==> src/rtl/regfile_pkg.sv <==
// Shared types and default sizing for the pipelined-datapath register file.
package regfile_pkg;

    typedef enum logic [0:0] {
        ST_IDLE  = 1'b0,
        ST_CLEAR = 1'b1
    } state_t;

    localparam int DEF_WIDTH = 8;
    localparam int DEF_DEPTH = 4;

endpackage

==> src/rtl/regfile_scoreboard.sv <==
// Pending-write scoreboard: one bit per register, set on issue, cleared on
// writeback or by the clear engine's pointer, with two combinational lookups.
module regfile_scoreboard
    import regfile_pkg::*;
#(
    parameter  int DEPTH = DEF_DEPTH,
    localparam int AW    = $clog2(DEPTH)
) (
    input  logic          clk,
    input  logic          rst_n,
    input  logic          i_set_en,
    input  logic [AW-1:0] i_set_addr,
    input  logic          i_clr_en,
    input  logic [AW-1:0] i_clr_addr,
    input  logic          i_wipe_en,
    input  logic [AW-1:0] i_wipe_addr,
    input  logic [AW-1:0] i_rd_addr1,
    input  logic [AW-1:0] i_rd_addr2,
    output logic          o_pend1,
    output logic          o_pend2
);

    logic [DEPTH-1:0] r_pend;
    logic [DEPTH-1:0] w_pend_next;

    // A newer issue outranks a writeback to the same entry; the clear engine outranks both.
    generate
        for (genvar gi = 0; gi < DEPTH; gi++) begin : g_pend
            localparam logic [AW-1:0] IDX = AW'(gi);
            assign w_pend_next[gi] = (i_wipe_en && (i_wipe_addr == IDX)) ? 1'b0 :
                                     (i_set_en  && (i_set_addr  == IDX)) ? 1'b1 :
                                     (i_clr_en  && (i_clr_addr  == IDX)) ? 1'b0 :
                                     r_pend[gi];
        end
    endgenerate

    always_ff @(posedge clk or negedge rst_n) begin
        if (!rst_n) begin
            r_pend <= '0;
        end else begin
            r_pend <= w_pend_next;
        end
    end

    assign o_pend1 = r_pend[i_rd_addr1];
    assign o_pend2 = r_pend[i_rd_addr2];

endmodule

==> src/rtl/reg_file_sb.sv <==
// Register file with 2 read / 1 write ports, pending-write scoreboard and a
// sequential clear engine. Define REGFILE_BYPASS_EN for write-through forwarding.
module reg_file_sb
    import regfile_pkg::*;
#(
    parameter  int WIDTH    = DEF_WIDTH,
    parameter  int DEPTH    = DEF_DEPTH,
    parameter  int ZERO_REG = 0,
    localparam int AW       = $clog2(DEPTH)
) (
    input  logic             clk,
    input  logic             reset,
    input  logic             wr_en,
    input  logic [AW-1:0]    wr_addr,
    input  logic [WIDTH-1:0] wr_data,
    input  logic             issue_en,
    input  logic [AW-1:0]    issue_addr,
    input  logic [AW-1:0]    rd_addr1,
    input  logic [AW-1:0]    rd_addr2,
    output logic [WIDTH-1:0] rd_data1,
    output logic [WIDTH-1:0] rd_data2,
    output logic             rd_pend1,
    output logic             rd_pend2,
    input  logic             clr_req,
    output logic             clr_busy,
    output logic             wr_accept
);

    localparam logic [AW-1:0] LAST_IDX = AW'(DEPTH - 1);

    logic [WIDTH-1:0] r_regs [DEPTH];
    state_t           r_state;
    state_t           w_state_next;
    logic [AW-1:0]    r_ptr;
    logic [AW-1:0]    w_ptr_next;

    logic             w_idle;
    logic             w_clearing;
    logic             w_wr_zero;
    logic             w_iss_zero;
    logic             w_wr_do;
    logic             w_iss_do;
    logic [DEPTH-1:0] w_wen;
    logic [DEPTH-1:0] w_wipe;

    assign w_idle     = (r_state == ST_IDLE);
    assign w_clearing = (r_state == ST_CLEAR);

    // Hardwired-zero entry swallows writes and issues before they reach any state.
    assign w_wr_zero  = (ZERO_REG != 0) && (wr_addr == '0);
    assign w_iss_zero = (ZERO_REG != 0) && (issue_addr == '0);
    assign w_wr_do    = wr_en && w_idle && !w_wr_zero;
    assign w_iss_do   = issue_en && w_idle && !w_iss_zero;

    always_ff @(posedge clk or negedge reset) begin
        if (!reset) begin
            r_state <= ST_IDLE;
            r_ptr   <= '0;
        end else begin
            r_state <= w_state_next;
            r_ptr   <= w_ptr_next;
        end
    end

    always_comb begin
        w_state_next = r_state;
        w_ptr_next   = r_ptr;
        case (r_state)
            ST_IDLE: begin
                if (clr_req) begin
                    w_state_next = ST_CLEAR;
                    w_ptr_next   = '0;
                end
            end
            ST_CLEAR: begin
                w_ptr_next = r_ptr + 1'b1;
                if (r_ptr == LAST_IDX) begin
                    w_state_next = ST_IDLE;
                end
            end
            default: begin
                w_state_next = ST_IDLE;
                w_ptr_next   = '0;
            end
        endcase
    end

    generate
        for (genvar gi = 0; gi < DEPTH; gi++) begin : g_sel
            localparam logic [AW-1:0] IDX = AW'(gi);
            assign w_wen[gi]  = w_wr_do && (wr_addr == IDX);
            assign w_wipe[gi] = w_clearing && (r_ptr == IDX);
        end
    endgenerate

    always_ff @(posedge clk or negedge reset) begin
        if (!reset) begin
            for (int i = 0; i < DEPTH; i++) begin
                r_regs[i] <= '0;
            end
        end else begin
            for (int i = 0; i < DEPTH; i++) begin
                if (w_wipe[i]) begin
                    r_regs[i] <= '0;
                end else if (w_wen[i]) begin
                    r_regs[i] <= wr_data;
                end
            end
        end
    end

    logic w_sb_pend1;
    logic w_sb_pend2;

    regfile_scoreboard #(
        .DEPTH(DEPTH)
    ) u_scoreboard (
        .clk        (clk),
        .rst_n      (reset),
        .i_set_en   (w_iss_do),
        .i_set_addr (issue_addr),
        .i_clr_en   (w_wr_do),
        .i_clr_addr (wr_addr),
        .i_wipe_en  (w_clearing),
        .i_wipe_addr(r_ptr),
        .i_rd_addr1 (rd_addr1),
        .i_rd_addr2 (rd_addr2),
        .o_pend1    (w_sb_pend1),
        .o_pend2    (w_sb_pend2)
    );

    logic w_rd_zero1;
    logic w_rd_zero2;
    logic w_byp1;
    logic w_byp2;

    assign w_rd_zero1 = (ZERO_REG != 0) && (rd_addr1 == '0);
    assign w_rd_zero2 = (ZERO_REG != 0) && (rd_addr2 == '0);

`ifdef REGFILE_BYPASS_EN
    // Forward the accepted write so decode sees the value in the writeback cycle.
    assign w_byp1 = w_wr_do && (wr_addr == rd_addr1);
    assign w_byp2 = w_wr_do && (wr_addr == rd_addr2);
`else
    assign w_byp1 = 1'b0;
    assign w_byp2 = 1'b0;
`endif

    assign rd_data1 = w_rd_zero1 ? '0 : (w_byp1 ? wr_data : r_regs[rd_addr1]);
    assign rd_data2 = w_rd_zero2 ? '0 : (w_byp2 ? wr_data : r_regs[rd_addr2]);
    assign rd_pend1 = !w_rd_zero1 && !w_byp1 && w_sb_pend1;
    assign rd_pend2 = !w_rd_zero2 && !w_byp2 && w_sb_pend2;

    assign clr_busy  = w_clearing;
    assign wr_accept = wr_en && !w_clearing;

endmodule

==> config.mk <==
export PLATFORM = sky130hd
export DESIGN_NAME = reg_file_sb
export DESIGN_NICKNAME = d
export VERILOG_FILES = /design/src/rtl/regfile_pkg.sv /design/src/rtl/regfile_scoreboard.sv /design/src/rtl/reg_file_sb.sv
export SDC_FILE = /design/constraint.sdc
export NUM_CORES = 1
export LEC_CHECK = 0
export CORE_MARGIN = 5
export CORE_UTILIZATION = 48
export CTS_CLUSTER_DIAMETER = 80
export CTS_CLUSTER_SIZE = 8
export DETAILED_ROUTE_END_ITERATION = 16
export GPL_TIMING_DRIVEN = 0
export HOLD_SLACK_MARGIN = 0.15
export PLACE_DENSITY = 0.82
export SYNTH_ARGS = -nofsm -noshare
export SYNTH_HDL_FRONTEND = slang
export SYNTH_HIERARCHICAL = 1
export SYNTH_SLANG_ARGS = --single-unit
==> constraint.sdc <==
create_clock -name clk -period 1.75 [get_ports clk]
set_input_delay 0.2625 -clock clk [delete_from_list [all_inputs] [get_ports clk]]
set_output_delay 0.2625 -clock clk [all_outputs]
set_load 0.005 [all_outputs]
# Yosys cells after proc, flatten, opt, wreduce, memory -nomap -nowiden
# Index checks and enable logic that the tools add are counted.
[word_totals]
out_inout_bits = 20
input_bits = 21
regBits = 39
[classes]
n_reduce_logical = 27
add_sub_neg = 1
n_eq_ne = 10
order_cmp = 4
muxes = 35
n_bitwise = 3
[op_table]
columns = ["operator", "n"]
rows = [
  ["8-bit two-way mux", 12],
  ["8-bit binary-select mux with 2-bit select", 2],
  ["1-bit two-way mux", 16],
  ["1-bit logical AND", 15],
  ["2-bit equality test (second input constant)", 6],
  ["3-bit nonzero test", 4],
  ["2-bit nonzero test", 4],
  ["2-bit by 1-bit equality test with 1-bit output (second input constant)", 3],
  ["3-bit >= comparator (second input constant)", 2],
  ["2-bit logical NOT", 3],
  ["2-bit by 3-bit less-than comparator with 1-bit output (second input constant)", 2],
  ["2-bit inverter with 3-bit output", 2],
  ["1-bit binary-select mux with 2-bit select", 2],
  ["2-bit case mux with 2 select lines", 1],
  ["2-bit by 1-bit adder with 2-bit output (second input constant)", 1],
  ["2-bit two-way mux", 1],
  ["2-bit inequality test (second input constant)", 1],
  ["1-bit case mux with 2 select lines", 1],
  ["1-bit logical NOT", 1],
  ["1-bit inverter", 1],
]

# Longest topological paths before layout
# Gate-level depths: netlist of run 1.
[depth]
depth_word = 6
mapped_depth = 6
mapped_depth_nobuf = 4

# Cells and area by module
# Netlist of run 1, hierarchy kept.
[modules_own_cells]
columns = ["module", "instances", "area_per_inst_um2", "seq_area_each_um2", "cells_each"]
rows = [
  ["reg_file_sb", 1, 2070.7, 875.8, 144],
  ["regfile_scoreboard", 1, 251.5, 100.1, 23],
]

# Least setup slack after synthesis of run 1
# No wires, ideal clock.
[synth_timing]
path_type = "register to register"
from = "reg r_state (netlist: clr_busy)"
to = "reg u_scoreboard.r_pend[0]"
stages_incl_launch_ff = 7
path_buffers = 2
arrival_ns = 1.612
path_slack_ns = 0.005
setup_ns = 0.133
cell_sequence = "dfrtp_1 -> clkbuf_1 -> buf_2 -> nor2b_1 -> or3b_1 -> a21oi_1 -> a31oi_1"
[synth_via]
elab_chain_len = 5
elab_cells_between_ends = 9
[synth_rtl]
columns = ["element", "line_no", "text"]
rows = [
  ["from (decl)", "reg_file_sb.sv:32", "state_t r_state;"],
  ["from (signal assigned)", "reg_file_sb.sv:60", "r_state <= w_state_next;"],
  ["1-bit inverter", "reg_file_sb.sv:46", "assign w_idle = (r_state == ST_IDLE);"],
  ["1-bit logical AND", "reg_file_sb.sv:53", "assign w_iss_do = issue_en && w_idle && !w_iss_zero;"],
  ["1-bit logical AND", "regfile_scoreboard.sv:31", "(i_set_en && (i_set_addr == IDX)) ? 1'b1 :"],
  ["1-bit two-way mux", "regfile_scoreboard.sv:31", ""],
  ["1-bit two-way mux", "regfile_scoreboard.sv:30", "assign w_pend_next[gi] = (i_wipe_en && (i_wipe_addr == IDX)) ? 1'b0 :"],
  ["to (signal assigned)", "regfile_scoreboard.sv:41", "r_pend <= w_pend_next;"],
  ["to (decl)", "regfile_scoreboard.sv:23", "logic [DEPTH-1:0] r_pend;"],
]
# Several ways; a longest one is shown, not always the timed one.
# A chain may end at the register's enable or synchronous reset.

# Worst setup path in the final report of run 1
[layout_timing]
from = "reg u_scoreboard.r_pend[1]"
to = "out rd_pend2"
[layout_via]
elab_chain_len = 2
[layout_rtl]
columns = ["element", "line_no", "text"]
rows = [
  ["1-bit binary-select mux with 2-bit select", "regfile_scoreboard.sv:46", "assign o_pend2 = r_pend[i_rd_addr2];"],
  ["1-bit two-way mux (implied by the code)", "regfile_scoreboard.sv:46", ""],
  ["to (decl)", "reg_file_sb.sv:23", "output logic rd_pend2,"],
]
# Every way passes these cells. The select of a mux whose other input is x is not followed.

==> summary.md, run 1 <==
| Metric | Value |
|---|---|
| Worst Path Buf+Inv | 1 |
| Syn-to-layout area delta | 30.7% |
| Crit end category | output pin |
| Hold path startpoint | clr_req |
| Level count of the clock H-tree | 2 |
| Final period util | 96.5% |
| Routed vias | 1689 |
| Post-Layout Cell Count | 299 |
| PD cells | 1210 mW/mm^2 |
| Grt total ovfl | 0 |
| Cell leakage power | 1.41 nW |
| Worst r2r dst | r_regs[30] |
| Worst r2r src | clr_busy |
| CP Launch Type | flop |
| Met2 Usage GRT | 33.1% |
| Max clock buf depth | 2 |
| Largest net degree at the start of global routing | 40 |
| Initial Util | 49.2% |
| Dpl hpwl | 3.58 mm |
| ANT cells | 0 |
| Mean post-synth cell area | 13.9 um^2 |
| CTS tree | done |
| Commonest non-fill, non-tap cell in the layout | dfrtp_1 |
| WS Path Type | flop to output pin |
| TritonCTS Buffers | 5 |
| 1st-pass router iterations | 4 |
| Synth Instances | 167 |
| Ys flop type | dfrtp_1 |
| Arr. time, crit path | 1.43 ns |
| Mapped cell area | 0.00232 mm^2 |
| Final Hold Vio Count | 0 |
| Iter 0 DRT Violations | 83 |
| GR Util met1 | 24.5% |
| Synth area leader | dfrtp_1 |
| Worst path required time | 1.49 ns |
| DR vias/cell | 5.65 |
| Drc violations | 0 |
| Total Routing Usage GR | 19.6% |
| Std-Cell Rows | 25 |
| Worst hold path type | input pin to flop |
| CP Cell Sequence | mux4_2 > dlygate4sd2_1 |
| Delay-heaviest family, CP | multiplexers |
| Final Max Slew Viols | 0 |
| First-pass GRT wire length | 9.32 mm |
| Max-slew headroom | 40.5% |
| Reg2Reg Depth | 4 |
| Synth top area cells | dfrtp_1 (42%), mux4_2 (17%), mux2_2 (12%), a21boi_0 (10%), mux2_4 (5.2%) |
| Wirelength per Cell | 18.9 um |
| Total power draw | 3.68 mW |
| Setup_tns | 0 ns |
| PortBufs | 40 |
| Number of synthesized flops with an enable pin | 0 |
| RSZ-0062 raised after global routing | false |
| Initial antenna violation count | 0 |
| Layer with the highest usage | met2 |
| Worst min-delay path endpoint | clr_busy |
| # IOs | 41 |
| Worst vdd ir | 0.588 mV |
| CTS root buffer | clkbuf_8 |
| Die H | 79.6 um |
| Ys Warns | 6 |
| Final Wtd Congestion | 0.749 |
| Max incr delay on CP | 0.46 ns |
| R2R Setup Slk | 0.07 ns |
| Placed instance count | 274 |
| Number of global-route vias before repair | 1820 |
| Worst-skew pair later-pin latency | 0.29 ns |
| Worst slew pin tran | 0.893 ns |
| Nets@finish | 256 |
| FMAX | 592 MHz |
| Max-cap violations | 0 |
| #FFs+latches synth | 39 |
| Syn_nets | 192 |
| Hold depth | 3 |
| DIE AREA | 0.00633 mm^2 |
| Fin crit period | 1.69 ns |
| Met3 Use GR | 2.48% |
| Share of layout cells above drive strength 1 | 42.2% |
| Worst-path clk slew | 0.07 ns |
| Count of final setup violators | 0 |
| Total clock sinks | 39 |
| Netlist cell types | 28 |
| Yosys top cell area share | 42.0% |
| Clock Skew | 0.00906 ns |
| Antenna-violating nets left | 0 |
| Total Routed Length | 5.64 mm |
| Critical-path top delay cell | mux4_2 |
| Status | finished clean |
| Die width | 79.6 um |
| CP max FO | 3 |
| Seq/Total Area, Yosys | 42.0% |
| Commonest non-fill, non-tap cells in the layout | dfrtp_1 (38), a21boi_0 (32), mux2_2 (25) |
| Core ar. | 0.00472 mm^2 |
| FFs w/ async S/R, synth | 100% |
## cells by family (layout without fill, tap and decap cells)
kind of cell,after synthesis,count (layout),synth area share (%)
buffers and inverters,16,81,3.07
flip-flops,39,39,42.0
adder cells (fa/ha/maj),4,4,2.16
multiplexers,52,52,35.2
AO/OA/AOI/OAI,41,41,13.0
AND/OR/NAND/NOR,15,15,4.53
## layout make-up
cell class              instances  area, um^2
plain buffers                   9         100
flip-flops and latches         39         977
multi-input cells             112        1290
well taps                      67        83.8
repair buffers                 59         483
inverters                       5        18.8
fillers                       375        1690
clock inverters                 2        12.5
clock buffers                   6        72.6
## stage by stage
step | setup slack [ns] | hold WS [ns] | area [um^2] | utilization (%)
2_1_floorplan | 0.00529 | -0.0331 | 2320 | -
3_3_place_gp | -0.631 | 0.556 | 2810 | 59.4
3_5_place_dp | -0.644 | 0.429 | 2800 | 59.3
4_1_cts | 0.00726 | 0.572 | 3070 | 65.0
5_1_grt | 0.0100 | 0.601 | 3040 | 64.3
6_report | 0.0612 | 0.587 | 3040 | 64.3
## worst reg2reg max path, cell delays in order, from the launching register on
cell	delay (ns)
dfrtp_2	0.40
buf_4	0.16
or4b_1	0.54
buf_6	0.17
mux2_4	0.30
## per-layer routing
| layer | vias up | part of all wire (%) |
|---|---|---|
| li1 | 774 | - |
| met1 | 839 | 39 |
| met2 | 59 | 52 |
| met3 | 17 | 5.5 |
| met4 | 0 | 3.4 |
| met5 | - | 0 |
## where the power goes
part	internal, mW	switching (mW)	leakage (nW)	total [mW]
clock	0.278	0.315	0.0412	0.593
combinational	0.948	0.683	0.848	1.63
sequential	1.21	0.244	0.524	1.46
## sequential cells by signal (all words and copies together) (netlist names)
register	flops
r_regs	32
clr_busy	1
r_ptr	2
u_scoreboard/r_pend	4
## how the worst max path moves through the flow
stage / startpoint / to / slack [ns] / cells past startpoint
floorplan: clr_busy / u_scoreboard/r_pend[0] / 0.005 / 6
detailed placement: rd_addr1[0] / rd_data1[4] / -0.64 / 4
global placement: rd_addr1[0] / rd_data1[2] / -0.63 / 4
global route: r_regs[1] / rd_data2[1] / 0.01 / 2
CTS: rd_addr1[0] / rd_data1[4] / 0.007 / 5
finish: u_scoreboard/r_pend[1] / rd_pend2 / 0.06 / 2
## cells in the mapped netlist, types with 3 or more instances
cell type,count
mux4_2,18
ha_1,4
mux2_4,8
clkbuf_1,5
nand2_1,3
buf_2,3
inv_1,5
mux2_2,25
dfrtp_1,39
a21boi_0,32
a31oi_1,3
## timing repair
| action | CTS | global route |
|---|---|---|
| endpoints found under the setup margin | 20 | 29 |
| buffers inserted | 17 | 1 |
| endpoints found under the hold margin | 39 | 0 |
| pin swaps | 0 | 0 |
| hold buffers | 1 | 0 |
| gates resized for setup | 57 | 13 |
(Power assumes the default switching activity.)
==> run 2: changes to the inputs <==
--- a/config.mk
+++ b/config.mk
@@ -5,7 +5,6 @@
 export SDC_FILE = /design/constraint.sdc
 export NUM_CORES = 1
 export LEC_CHECK = 0
-export CORE_MARGIN = 5
 export CORE_UTILIZATION = 48
 export CTS_CLUSTER_DIAMETER = 80
 export CTS_CLUSTER_SIZE = 8
==> run 2 against run 1 <==
Register-to-register slack got worse by 0.05 ns. Worst setup slack lost 0.039 ns. Global-route usage is 4.6 points higher. Via count rose by 3.8%. Combinational power grew 6%. Clock-buffer cell count rose by 2. Highest routed layer unchanged. First-iteration DRC count increased by 18%. Critical path depth rose by 3. Largest power group unchanged. Clock power is 16% higher. Cell count fell by 3.3%. Largest cell class unchanged.
==> summary.md, run 2 (synthesis gave the netlist of run 1 again) <==
| Metric | Value |
|---|---|
| Status | finished clean |
| Worst path required time | 1.93 ns |
| Clock Skew | 0.00610 ns |
| Arr. time, crit path | 1.91 ns |
| Cell leakage power | 1.45 nW |
| First-pass GRT wire length | 8.90 mm |
| Worst slew pin tran | 0.903 ns |
| Antenna-violating nets left | 0 |
| Fin crit period | 1.73 ns |
| Max-cap violations | 0 |
| DIE AREA | 0.00512 mm^2 |
| Cell Area, Placed | 0.00278 mm^2 |
| Reg2Reg Depth | 5 |
| Initial antenna violation count | 0 |
| PortBufs | 40 |
| Routed vias | 1753 |
| Syn-to-layout area delta | 33.6% |
| TritonCTS Buffers | 5 |
| Commonest non-fill, non-tap cell in the layout | dfrtp_1 |
| RSZ-0062 raised after global routing | true |
| Worst-skew pair later-pin latency | 0.30 ns |
| Setup_tns | 0 ns |
| CTS tree | done |
| Setup crit end | r_regs[31] |
| PD cells | 1250 mW/mm^2 |
| Finished Cell Area | 0.00310 mm^2 |
| CP Launch Type | flop |
| Worst r2r dst | r_regs[31] |
| Largest register FFs | 32 |
| 1st-pass router iterations | 4 |
| Dpl hpwl | 3.54 mm |
| Total clock sinks | 39 |
| Share of layout cells above drive strength 1 | 42.2% |
| Crit end category | flop |
| Drc violations | 0 |
| Std-Cell Rows | 24 |
| # IOs | 41 |
| Worst setup startpoint | clr_busy |
| Hold path startpoint | clr_req |
| FMAX | 579 MHz |
| Number of global-route vias before repair | 1670 |
| Die width | 71.6 um |
| Total Routing Usage GR | 24.2% |
| Worst r2r src | clr_busy |
| Core ar. | 0.00450 mm^2 |
| Final Max Slew Viols | 0 |
| Wirelength per Cell | 20.6 um |
| DR vias/cell | 6.07 |
| Worst-path clk slew | 0.08 ns |
| Final Hold Vio Count | 0 |
| Final Wtd Congestion | 0.744 |
| Count of final setup violators | 0 |
| ANT cells | 0 |
| Iter 0 DRT Violations | 98 |
| Worst vdd ir | 0.701 mV |
| Worst hold path type | input pin to flop |
| CP max FO | 8 |
| Max clock buf depth | 2 |
| Grt total ovfl | 0 |
| Level count of the clock H-tree | 2 |
| Commonest non-fill, non-tap cells in the layout | dfrtp_1 (38), a21boi_0 (32), mux2_2 (25) |
| Largest net degree at the start of global routing | 40 |
| CTS root buffer | clkbuf_8 |
| WS Path Type | flop to flop |
| Biggest register | r_regs |
| R2R Setup Slk | 0.02 ns |
| Nets@finish | 261 |
| Final period util | 98.7% |
| Max-slew headroom | 39.8% |
| Total Routed Length | 5.94 mm |
| Die H | 71.6 um |
| Top Registers | r_regs x32, u_scoreboard/r_pend x4, r_ptr x2 |
| Initial Util | 51.6% |
run 2: worst max-delay path, cell delays in order, from the launching register on:
cell and delay (ns):
dfrtp_2 0.43, buf_6 0.12, buf_6 0.11, or4b_4 0.49
buf_12 0.17, mux2_4 0.29
run 2: worst min path at each step:
stage / end / slack, ns / depth (start not counted)
after floorplan: clr_busy / -0.03 / 0
after global placement: u_scoreboard/r_pend[1] / 0.56 / 2
after detailed placement: r_ptr[0] / 0.44 / 1
after CTS: clr_busy / 0.57 / 3
after global routing: clr_busy / 0.58 / 3
final: clr_busy / 0.57 / 3
run 2: what timing repair did:
action                                  in CTS  in global routing
buffers inserted                            15                  7
endpoints found under the setup margin      26                 21
pin swaps                                    0                  1
hold endpoints to repair                    39                  0
gates resized for setup                     55                 19
hold buffers                                 1                  0
run 2: power by group:
group	switching [mW]	internal, mW	total (mW)
clock	0.328	0.360	0.688
sequential	0.249	1.21	1.46
combinational	0.726	1.00	1.73
total	1.30	2.58	3.88
run 2: routing by layer:
| metal | GRT usage, % | routed length, um | share of wire (%) | vias up |
|---|---|---|---|---|
| met1 | 33.8 | 2590 | 44 | 907 |
| met4 | 10.2 | 138 | 2.3 | 0 |
| met5 | 0 | 0 | 0 | - |
| met3 | 3.09 | 249 | 4.2 | 11 |
| li1 | - | - | - | 786 |
| met2 | 38.5 | 2960 | 50 | 49 |
run 2: cell type report:
type | count | area (um^2)
timing repair buffer | 63 | 556
tap | 52 | 65.1
inverter | 5 | 18.8
clock buffer | 8 | 100
sequential | 39 | 977
fill | 322 | 1400
buffer | 10 | 100
multi-input combinational | 112 | 1290
run 2: stage by stage:
step                      utilization (%)  power [mW]  hold slack (ns)  worst slack (ns)  std cells
after floorplan                         -        2.39          -0.0331           0.00529        167
after global placement               61.9        3.02            0.560            -0.654        259
after detailed placement             61.8        3.09            0.436            -0.685        259
after CTS                            67.9        3.77            0.566            -0.171        282
after global routing                 68.9        4.08            0.576           -0.0649        289
final                                68.9        3.88            0.568            0.0226        289
==> run 3: changes to the inputs <==
--- a/config.mk
+++ b/config.mk
@@ -12,6 +12,7 @@
 export GPL_TIMING_DRIVEN = 0
 export HOLD_SLACK_MARGIN = 0.15
 export PLACE_DENSITY = 0.82
+export SETUP_SLACK_MARGIN = 0.1
 export SYNTH_ARGS = -nofsm -noshare
 export SYNTH_HDL_FRONTEND = slang
 export SYNTH_HIERARCHICAL = 1
==> run 3 against run 2 <==
Design area is essentially flat. Non-clock buffer count grew 3. Sequential power is essentially flat. Sequential cell count is the same. Critical path depth shrank 1. Critical endpoint is now r_regs[28]. Largest cell class unchanged. Highest routed layer unchanged.
==> summary.md, run 3 (synthesis gave the netlist of run 1 again) <==
| Metric | Value |
|---|---|
| Status | finished clean |
| Max clock buf depth | 2 |
| Arr. time, crit path | 1.88 ns |
| Nets@finish | 264 |
| ANT cells | 0 |
| Setup_tns | 0 ns |
| Worst path required time | 1.93 ns |
| Final Hold Vio Count | 0 |
| Worst-skew pair later-pin latency | 0.31 ns |
| FMAX | 591 MHz |
| Gate power share | 41.2% |
| Cell leakage power | 1.46 nW |
| Final period util | 96.7% |
| Worst setup startpoint | wr_addr[1] |
| Grt total ovfl | 0 |
| Drc violations | 0 |
| Setup crit end | r_regs[28] |
| Final Wtd Congestion | 0.766 |
| Total Routed Length | 6.01 mm |
| PortBufs | 40 |
| Pint | 2.74 mW |
| Worst slew pin tran | 0.871 ns |
| CTS tree | done |
| Worst Path Buf+Inv | 2 |
| Antenna-violating nets left | 0 |
| Commonest non-fill, non-tap cell in the layout | dfrtp_1 |
| Clock Power Share | 22.5% |
| Syn-to-layout area delta | 33.7% |
| Biggest register | r_regs |
| Count of final setup violators | 0 |
| Register share of total power | 36.3% |
| Total Routing Usage GR | 25.3% |
| Worst hold path type | input pin to flop |
| Post-layout util | 68.9% |
| Reg2Reg Depth | 4 |
| Net Switching | 1.32 mW |
| Fin crit period | 1.69 ns |
| Critical Path Stages | 4 |
| PD cells | 1310 mW/mm^2 |
| Level count of the clock H-tree | 2 |
| Worst r2r dst | r_regs[28] |
| Worst r2r src | clr_busy |
| 1st-pass router iterations | 4 |
| Share of layout cells above drive strength 1 | 49.2% |
| RSZ-0062 raised after global routing | true |
| First-pass GRT wire length | 9.41 mm |
| Routed vias | 1744 |
| Worst vdd ir | 0.715 mV |
| CP max FO | 8 |
| Critical-path top delay cell | or4b_4 |
| DR vias/cell | 5.97 |
| Commonest non-fill, non-tap cells in the layout | dfrtp_1 (38), a21boi_0 (32), mux2_2 (25) |
| Largest register FFs | 32 |
| Std-Cell Rows | 24 |
| Max incr delay on CP | 0.60 ns |
| Largest net degree at the start of global routing | 40 |
| Crit end category | flop |
| Final Max Slew Viols | 0 |
| CP Launch Type | input pin |
| Delay-heaviest family, CP | buffers and inverters |
| Iter 0 DRT Violations | 121 |
| Wirelength per Cell | 20.6 um |
| Min Hold Slack | 0.583 ns |
| Core ar. | 0.00450 mm^2 |
| Initial Util | 51.6% |
| Max-cap violations | 0 |
| Clock Skew | 0.0109 ns |
| # IOs | 41 |
| Total clock sinks | 39 |
| CTS root buffer | clkbuf_8 |
| Die width | 71.6 um |
| Worst-path clk slew | 0.08 ns |
| Top Registers | r_regs x32, u_scoreboard/r_pend x4, r_ptr x2 |
| Max-slew headroom | 41.9% |
| TritonCTS Buffers | 5 |
| Dpl hpwl | 3.60 mm |
| WS Path Type | input pin to flop |
| Sw frac | 32.5% |
| DIE AREA | 0.00512 mm^2 |
| Die H | 71.6 um |
| Initial antenna violation count | 0 |
| Number of global-route vias before repair | 1846 |
| R2R Setup Slk | 0.08 ns |
| CP Cell Sequence | clkdlybuf4s50_1 > or4b_4 > buf_12 > mux2_4 |
## run 3: worst min path at each step
stage                      startpoint                     end  slack (ns)  cells past startpoint
3_5_place_dp                    reset  u_scoreboard/r_pend[0]        0.43                      1
5_1_grt                       clr_req                r_ptr[1]        0.60                      2
4_1_cts                       clr_req                clr_busy        0.57                      3
6_report                      clr_req                clr_busy        0.58                      3
3_3_place_gp   u_scoreboard/r_pend[1]  u_scoreboard/r_pend[1]        0.56                      2
2_1_floorplan                   reset                clr_busy       -0.03                      0
## run 3: what timing repair did
| action | in CTS | in global routing |
|---|---|---|
| pin swaps | 1 | 0 |
| hold endpoints to repair | 39 | 0 |
| setup buffers | 20 | 3 |
| resized for setup | 102 | 9 |
| hold buffers | 1 | 0 |
| gates cloned | 1 | 0 |
| setup endpoints to repair | 30 | 27 |
## run 3: final cells by class
class | count | area [um^2]
timing repair buffer | 65 | 510
buffer | 11 | 110
sequential | 39 | 977
tap | 52 | 65.1
fill | 303 | 1400
clock buffer | 5 | 68.8
clock inverter | 3 | 67.6
multi-input combinational | 112 | 1290
inverter | 5 | 18.8
## run 3: metal layers
metal / global-route usage, % / routed length [um] / vias up
li1: - / - / 789
met1: 32.2 / 2540 / 900
met2: 43.5 / 3170 / 44
met3: 4.36 / 202 / 11
met4: 9.80 / 98 / 0
met5: 0 / 0 / -
## run 3: power by group through the flow
stage | logic (mW) | clock network, mW | registers (mW)
finish | 1.67 | 0.914 | 1.47
floorplan | 0.994 | 0 | 1.40
global placement | 1.56 | 0 | 1.46
global route | 1.79 | 0.964 | 1.51
detailed placement | 1.59 | 0 | 1.48
CTS | 1.62 | 0.922 | 1.46
## run 3: tightest hold or removal path, delay by kind of cell
kind,cells,cell delay (ns)
mux,1,0.06
buf+inv,2,0.52
## run 3: stage by stage
step                cells  setup WS [ns]  power [mW]  cell area (um^2)
floorplan             167          0.102        2.39              2330
global placement      259         -0.645        3.01              2790
detailed placement    259         -0.655        3.08              2790
CTS                   289         0.0483        4.00              3090
global route          292         0.0624        4.27              3100
finish                292         0.0582        4.06              3100
